===== src/rtl/sync_pkg.sv =====
// Shared types for the acquisition sequencer: state encoding and default counter width.
package sync_pkg;

  localparam int unsigned CNT_W_DEF = 16;

  typedef enum logic [7:0] {
    ST_IDLE              = 8'd0,
    ST_FG_WAIT_OPTO      = 8'd1,
    ST_FG_WAIT_OPEN      = 8'd2,
    ST_WAIT_PHASE_FRONT  = 8'd3,
    ST_WAIT_PHASE_DELAY  = 8'd4,
    ST_TRIGGER_PROLONG   = 8'd5,
    ST_DETECTOR_BUSY     = 8'd6,
    ST_DETECTOR_WAIT     = 8'd7,
    ST_DETECTOR_FINISHED = 8'd8
  } state_e;

endpackage


===== src/rtl/sync_countdown.sv =====
// Loadable down-counter with zero flag; stops at zero instead of wrapping.
module sync_countdown #(
  parameter int unsigned W = 16
) (
  input  logic         clk_i,
  input  logic         rst_i,
  input  logic         load_i,
  input  logic [W-1:0] load_val_i,
  input  logic         en_i,
  output logic         zero_o
);

  logic [W-1:0] cnt_q;

  always_ff @(posedge clk_i) begin
    if (rst_i) begin
      cnt_q <= '0;
    end else if (load_i) begin
      cnt_q <= load_val_i;
    end else if (en_i && (cnt_q != '0)) begin
      cnt_q <= cnt_q - W'(1);
    end
  end

  assign zero_o = (cnt_q == '0);

endmodule


===== src/rtl/sync_sequencer.sv =====
// Frame-grabber / phase / detector acquisition sequencer with one shared countdown
// timer for phase delay, trigger length and detector-busy timeout.
module sync_sequencer
  import sync_pkg::*;
#(
  parameter int unsigned CNT_W = CNT_W_DEF
) (
  input  logic             clock,
  input  logic             reset,
  input  logic             start,
  input  logic             abort,
  input  logic             fg_opto,
  input  logic             fg_open,
  input  logic             phase_in,
  input  logic             detector_busy,
  input  logic [CNT_W-1:0] cfg_phase_delay,
  input  logic [CNT_W-1:0] cfg_trigger_len,
  input  logic [CNT_W-1:0] cfg_busy_timeout,
  output logic             trigger,
  output logic             done,
  output logic             timeout_err,
  output logic [7:0]       state_out
);

  state_e           state_q;
  logic             phase_q;
  logic             trigger_q;
  logic             done_q;
  logic             timeout_err_q;
  logic [CNT_W-1:0] delay_q;
  logic [CNT_W-1:0] len_q;
  logic [CNT_W-1:0] timeout_q;

  logic             front;
  logic             cnt_load;
  logic             cnt_en;
  logic             cnt_zero;
  logic [CNT_W-1:0] cnt_val;
  logic [CNT_W-1:0] len_val;
  logic [CNT_W-1:0] timeout_val;

  assign front = phase_in & ~phase_q;

  // Each phase loads N-1 and leaves on the zero flag, so it lasts exactly N cycles.
  assign len_val     = (len_q == '0)     ? '0 : len_q - CNT_W'(1);
  assign timeout_val = (timeout_q == '0) ? '0 : timeout_q - CNT_W'(1);

  always_comb begin
    cnt_load = 1'b0;
    cnt_val  = '0;
    case (state_q)
      ST_WAIT_PHASE_FRONT: begin
        if (front) begin
          cnt_load = 1'b1;
          cnt_val  = (delay_q == '0) ? len_val : delay_q - CNT_W'(1);
        end
      end
      ST_WAIT_PHASE_DELAY: begin
        if (cnt_zero) begin
          cnt_load = 1'b1;
          cnt_val  = len_val;
        end
      end
      ST_TRIGGER_PROLONG: begin
        if (cnt_zero) begin
          cnt_load = 1'b1;
          cnt_val  = timeout_val;
        end
      end
      default: ;
    endcase
  end

  assign cnt_en = (state_q == ST_WAIT_PHASE_DELAY) || (state_q == ST_TRIGGER_PROLONG) ||
                  (state_q == ST_DETECTOR_BUSY);

  sync_countdown #(
    .W (CNT_W)
  ) u_countdown (
    .clk_i      (clock),
    .rst_i      (reset),
    .load_i     (cnt_load),
    .load_val_i (cnt_val),
    .en_i       (cnt_en),
    .zero_o     (cnt_zero)
  );

  // trigger_q is set exactly on the edges whose next state is TRIGGER_PROLONG.
  always_ff @(posedge clock) begin
    if (reset) begin
      state_q       <= ST_IDLE;
      phase_q       <= 1'b0;
      trigger_q     <= 1'b0;
      done_q        <= 1'b0;
      timeout_err_q <= 1'b0;
      delay_q       <= '0;
      len_q         <= '0;
      timeout_q     <= '0;
    end else begin
      phase_q       <= phase_in;
      trigger_q     <= 1'b0;
      done_q        <= 1'b0;
      timeout_err_q <= 1'b0;
      if (abort) begin
        state_q <= ST_IDLE;
      end else begin
        case (state_q)
          ST_IDLE: begin
            if (start) begin
              delay_q   <= cfg_phase_delay;
              len_q     <= cfg_trigger_len;
              timeout_q <= cfg_busy_timeout;
              state_q   <= ST_FG_WAIT_OPTO;
            end
          end
          ST_FG_WAIT_OPTO: if (fg_opto) state_q <= ST_FG_WAIT_OPEN;
          ST_FG_WAIT_OPEN: if (fg_open) state_q <= ST_WAIT_PHASE_FRONT;
          ST_WAIT_PHASE_FRONT: begin
            if (front) begin
              if (delay_q == '0) begin
                state_q   <= ST_TRIGGER_PROLONG;
                trigger_q <= 1'b1;
              end else begin
                state_q <= ST_WAIT_PHASE_DELAY;
              end
            end
          end
          ST_WAIT_PHASE_DELAY: begin
            if (cnt_zero) begin
              state_q   <= ST_TRIGGER_PROLONG;
              trigger_q <= 1'b1;
            end
          end
          ST_TRIGGER_PROLONG: begin
            if (cnt_zero) state_q <= ST_DETECTOR_BUSY;
            else          trigger_q <= 1'b1;
          end
          ST_DETECTOR_BUSY: begin
            if (detector_busy) begin
              state_q <= ST_DETECTOR_WAIT;
            end else if ((timeout_q != '0) && cnt_zero) begin
              state_q       <= ST_IDLE;
              timeout_err_q <= 1'b1;
            end
          end
          ST_DETECTOR_WAIT: begin
            if (!detector_busy) begin
              state_q <= ST_DETECTOR_FINISHED;
              done_q  <= 1'b1;
            end
          end
          ST_DETECTOR_FINISHED: state_q <= ST_IDLE;
          default:              state_q <= ST_IDLE;
        endcase
      end
    end
  end

  assign trigger     = trigger_q;
  assign done        = done_q;
  assign timeout_err = timeout_err_q;
  assign state_out   = state_q;

endmodule


===== config.mk =====
export PLATFORM = sky130hd
export DESIGN_NAME = sync_sequencer
export DESIGN_NICKNAME = d
export VERILOG_FILES = /design/src/rtl/sync_pkg.sv /design/src/rtl/sync_countdown.sv /design/src/rtl/sync_sequencer.sv
export SDC_FILE = /design/constraint.sdc
export NUM_CORES = 1
export LEC_CHECK = 0
export ABC_CLOCK_PERIOD_IN_PS = 4600
export CORE_ASPECT_RATIO = 0.9
export CORE_MARGIN = 2
export CORE_UTILIZATION = 25
export CTS_BUF_LIST = sky130_fd_sc_hd__clkbuf_2 sky130_fd_sc_hd__clkbuf_4 sky130_fd_sc_hd__clkbuf_8
export DETAILED_ROUTE_END_ITERATION = 16
export GPL_TIMING_DRIVEN = 0
export PLACE_DENSITY = 0.48
export SLEW_MARGIN = 10
export SYNTH_ARGS = -nofsm -noshare
export SYNTH_HDL_FRONTEND = slang
export SYNTH_SLANG_ARGS = --single-unit

===== constraint.sdc =====
create_clock -name clock -period 4.6 [get_ports clock]
set_clock_uncertainty 0.15 [all_clocks]
set_input_delay 0.92 -clock clock [delete_from_list [all_inputs] [get_ports clock]]
set_output_delay 0.92 -clock clock [all_outputs]
set_load 0.02 [all_outputs]

==> flow_summary.yaml <==
worst_setup_path:
  regToRegEndpoint: "u_countdown.cnt_q[11]$_SDFFE_PP0P_"
  path_cells: "inv_1, ha_1, nor3b_1, nand4_1, nand4_1, clkbuf_1, o22ai_1, a211oi_1, nor3_1"
  crit_fanout: 10
  critPathLaunchType: "flop"
  worst_r2r_path_depth: 9
  r2r-start: "timeout_q[0]$_SDFFE_PP0P_"
  path_buf_inv: 2
  worst_path_max_delay_cell: "nor3b_1"
  arrival_ns: 3.44
  path_class: "flop to flop"
  crit_family: "simple AND/OR/NAND/NOR gates"
  crit_top_cell: "nand4_1"
  crit_cells: 9
  worstPathRequired_ns: 4.69
  end_kind: "flop"
  critPathMaxStageDelay_ns: 0.71
  rrSetupSlack_ns: 1.25
outcome:
  outcome: "completed"
hold_path:
  worst_hold_path_type: "flop to flop"
  whs_path_depth: 2
  min_to: "len_q[4]$_SDFFE_PP0P_"
  hp-start: "len_q[4]$_SDFFE_PP0P_"
detailed_routing:
  drc: 0
  dr.first_iter.drc_count: 267
  viasPerCell: 5.00
  vias: 4373
  routed_wl_mm: 13.6
  first_pass_iters: 4
  antenna_left: 0
  wl_per_cell_um: 15.6
clocking:
  hold_buffers: 0
  clock_latency_ns: 0.36
  cts_setup_buffers: 0
  cts.sinks: 72
  cts_max_path_buffers: 2
  cts_htree_levels: 3
  clk_pin_slew_worst_paths_ns: 0.08
  cts_tree: "done"
  cts_root_buffer: "clkbuf_8"
  cts_resized: 0
  numCtsBuffers: 9
layout:
  diodes: 0
  fill_cells: 1842
  layout_commonest_cell: "nand2_1"
  utilization: 0.319
  drive_above_1_share: 0.0649
  nNetsFinal: 718
  layout.cells.most_common_list: "nand2_1, dfxtp_1, a21oi_1, clkdlybuf4s50_1, nor2_1"
  area_growth_pct: 24.9
  multiInputGateArea_um2: 2620
  seqCellArea_um2: 1440
floorplanning:
  dieWidth_um: 142
  initial_core_util: 0.255
  io_pins: 67
  core_um2: 16900
  fp-row-count: 45
  dieArea_um2: 18300
  die_h_um: 129
yosys:
  synth_top_area_frac: 0.334
  synthSimpleGateAreaFrac: 0.303
  synthAdderAreaFrac: 0.0116
  synth.avg_cell_area_um2: 7.41
  synth_warnings: 0
  ys_seq_elements: 72
  ys.flop_type: "dfxtp_1"
  synth_mux_area_frac: 0.0168
  synthDistinctLibCells: 56
  synth_top_family_by_area: "simple AND/OR/NAND/NOR gates"
  synth-compound-area-share: 0.183
  synth-async-reset-ratio: 0
  synthCells: 582
  syn-cell-area_um2: 4310
  synth_edf_count: 0
  synthXorXnorAreaFrac: 0.0874
  synth_area_leaders: "dfxtp_1, nand2_1, a21oi_1"
  ys_seq_area_frac: 0.334
  yosys.area.top_type: "dfxtp_1"
timing:
  period_needed_ns: 3.35
  fin_crit_sh: 0.727
  slew_headroom: 0.380
  fmax_mhz: 299
  report.final.slew_viol_count: 0
  finalSetupViolations: 0
  grt_setup_unrepaired: "false"
  tightest_slew_ns: 0.921
  tns_ns: 0
  hold_viol: 0
power_and_ir_drop:
  leakage_uw: 0.00194
  switching_share: 0.314
  powerDensity_nw_per_um2: 276
  p_seq_frac: 0.455
  clkPwrFrac: 0.309
  combPwrFrac: 0.237
  ir_worst_vdd_mv: 0.124
  p_int_uw: 1020
  total_power_uw: 1490
  switchingPower_uw: 468
placement:
  hpwl_mm: 10.8
  gp_congestion: 0.918
  io_buffers: 62
grt:
  first_global_vias: 4050
  grtUsageTotal: 0.151
  antenna_found_initial: 0
  grt.overflow.total: 0
  grt_pass1_wl_mm: 21.4
  grt_max_degree: 12
job:
  maxCapViolations: 0
## metrics by stage
step           worst slack (ns)  instances  cell area [um^2]  hold slack [ns]
3_3_place_gp              0.409        858              5210            0.327
6_report                   1.25        874              5390            0.341
3_5_place_dp               1.02        858              5210            0.334
4_1_cts                    1.23        874              5390            0.344
5_1_grt                    1.03        874              5390            0.370
2_1_floorplan              1.89        585              4320            0.303
## worst reg2reg max path, delay by kind of cell (launching register included)
kind            cells  cell delay, ns
compound gates      2            0.54
fa+ha+maj           1            0.17
buf+inv             2            0.51
flops               1            0.36
simple gates        4            1.50
## sequential cells by signal, summed over array words and instances, names as in the netlist, 4 cells and up
name,cells
delay_q,16
len_q,16
state_out,4
timeout_q,16
u_countdown.cnt_q,16
## power by group through the flow
stage / clock network, uW / registers (uW) / logic [uW]
2_1_floorplan: 0 / 682 / 224
3_3_place_gp: 0 / 689 / 348
3_5_place_dp: 0 / 691 / 350
4_1_cts: 481 / 676 / 353
5_1_grt: 503 / 680 / 386
6_report: 459 / 676 / 352
## kinds of logic after synthesis
| kind of cell | count (synthesis) |
|---|---|
| AO/OA/AOI/OAI | 127 |
| adder cells (fa/ha/maj) | 4 |
| multiplexers | 7 |
| AND/OR/NAND/NOR | 276 |
| buffers and inverters | 52 |
| other | 1 |
| XOR/XNOR | 43 |
| flip-flops | 72 |
## metal layers
| metal | up-vias | global-route usage | share of wire |
|---|---|---|---|
| li1 | 2212 | - | - |
| met1 | 2038 | 0.208 | 0.49 |
| met2 | 105 | 0.240 | 0.45 |
| met3 | 18 | 0.0220 | 0.044 |
| met4 | 0 | 0.0559 | 0.023 |
| met5 | - | 0 | 0 |
## final cells by class
| cell class | count | share of cell area |
|---|---|---|
| plain buffers | 37 | 0.0400 |
| clock buffers | 12 | 0.0283 |
| clock inverters | 4 | 0.00372 |
| inverters | 15 | 0.0105 |
| multi-input cells | 461 | 0.486 |
| flip-flops and latches | 72 | 0.268 |
| well taps | 211 | 0.0490 |
| repair buffers | 62 | 0.115 |
## Yosys cell counts, types with 5 or more instances
cell type / instances
a211oi_1: 10
a21oi_1: 68
buf_4: 7
clkbuf_1: 19
dfxtp_1: 72
inv_1: 15
mux2i_1: 5
nand2_1: 116
nand2b_1: 7
nand3_1: 15
nand4_1: 8
nor2_1: 48
nor3_1: 31
nor4_1: 19
o21ai_0: 7
o22ai_1: 10
or4_1: 8
xnor2_1: 21
xor2_1: 22
## worst max path at each step
| stage | from | end | slack, ns |
|---|---|---|---|
| floorplan | phase_in | u_countdown.cnt_q[15]$_SDFFE_PP0P_ | 1.89 |
| global placement | phase_in | trigger$_SDFF_PP0_ | 0.41 |
| detailed placement | phase_in | u_countdown.cnt_q[0]$_SDFFE_PP0P_ | 1.02 |
| CTS | timeout_q[0]$_SDFFE_PP0P_ | u_countdown.cnt_q[11]$_SDFFE_PP0P_ | 1.23 |
| global route | timeout_q[0]$_SDFFE_PP0P_ | u_countdown.cnt_q[11]$_SDFFE_PP0P_ | 1.03 |
| finish | timeout_q[0]$_SDFFE_PP0P_ | u_countdown.cnt_q[11]$_SDFFE_PP0P_ | 1.25 |
No activity file was read; power rests on OpenSTA's default activity.
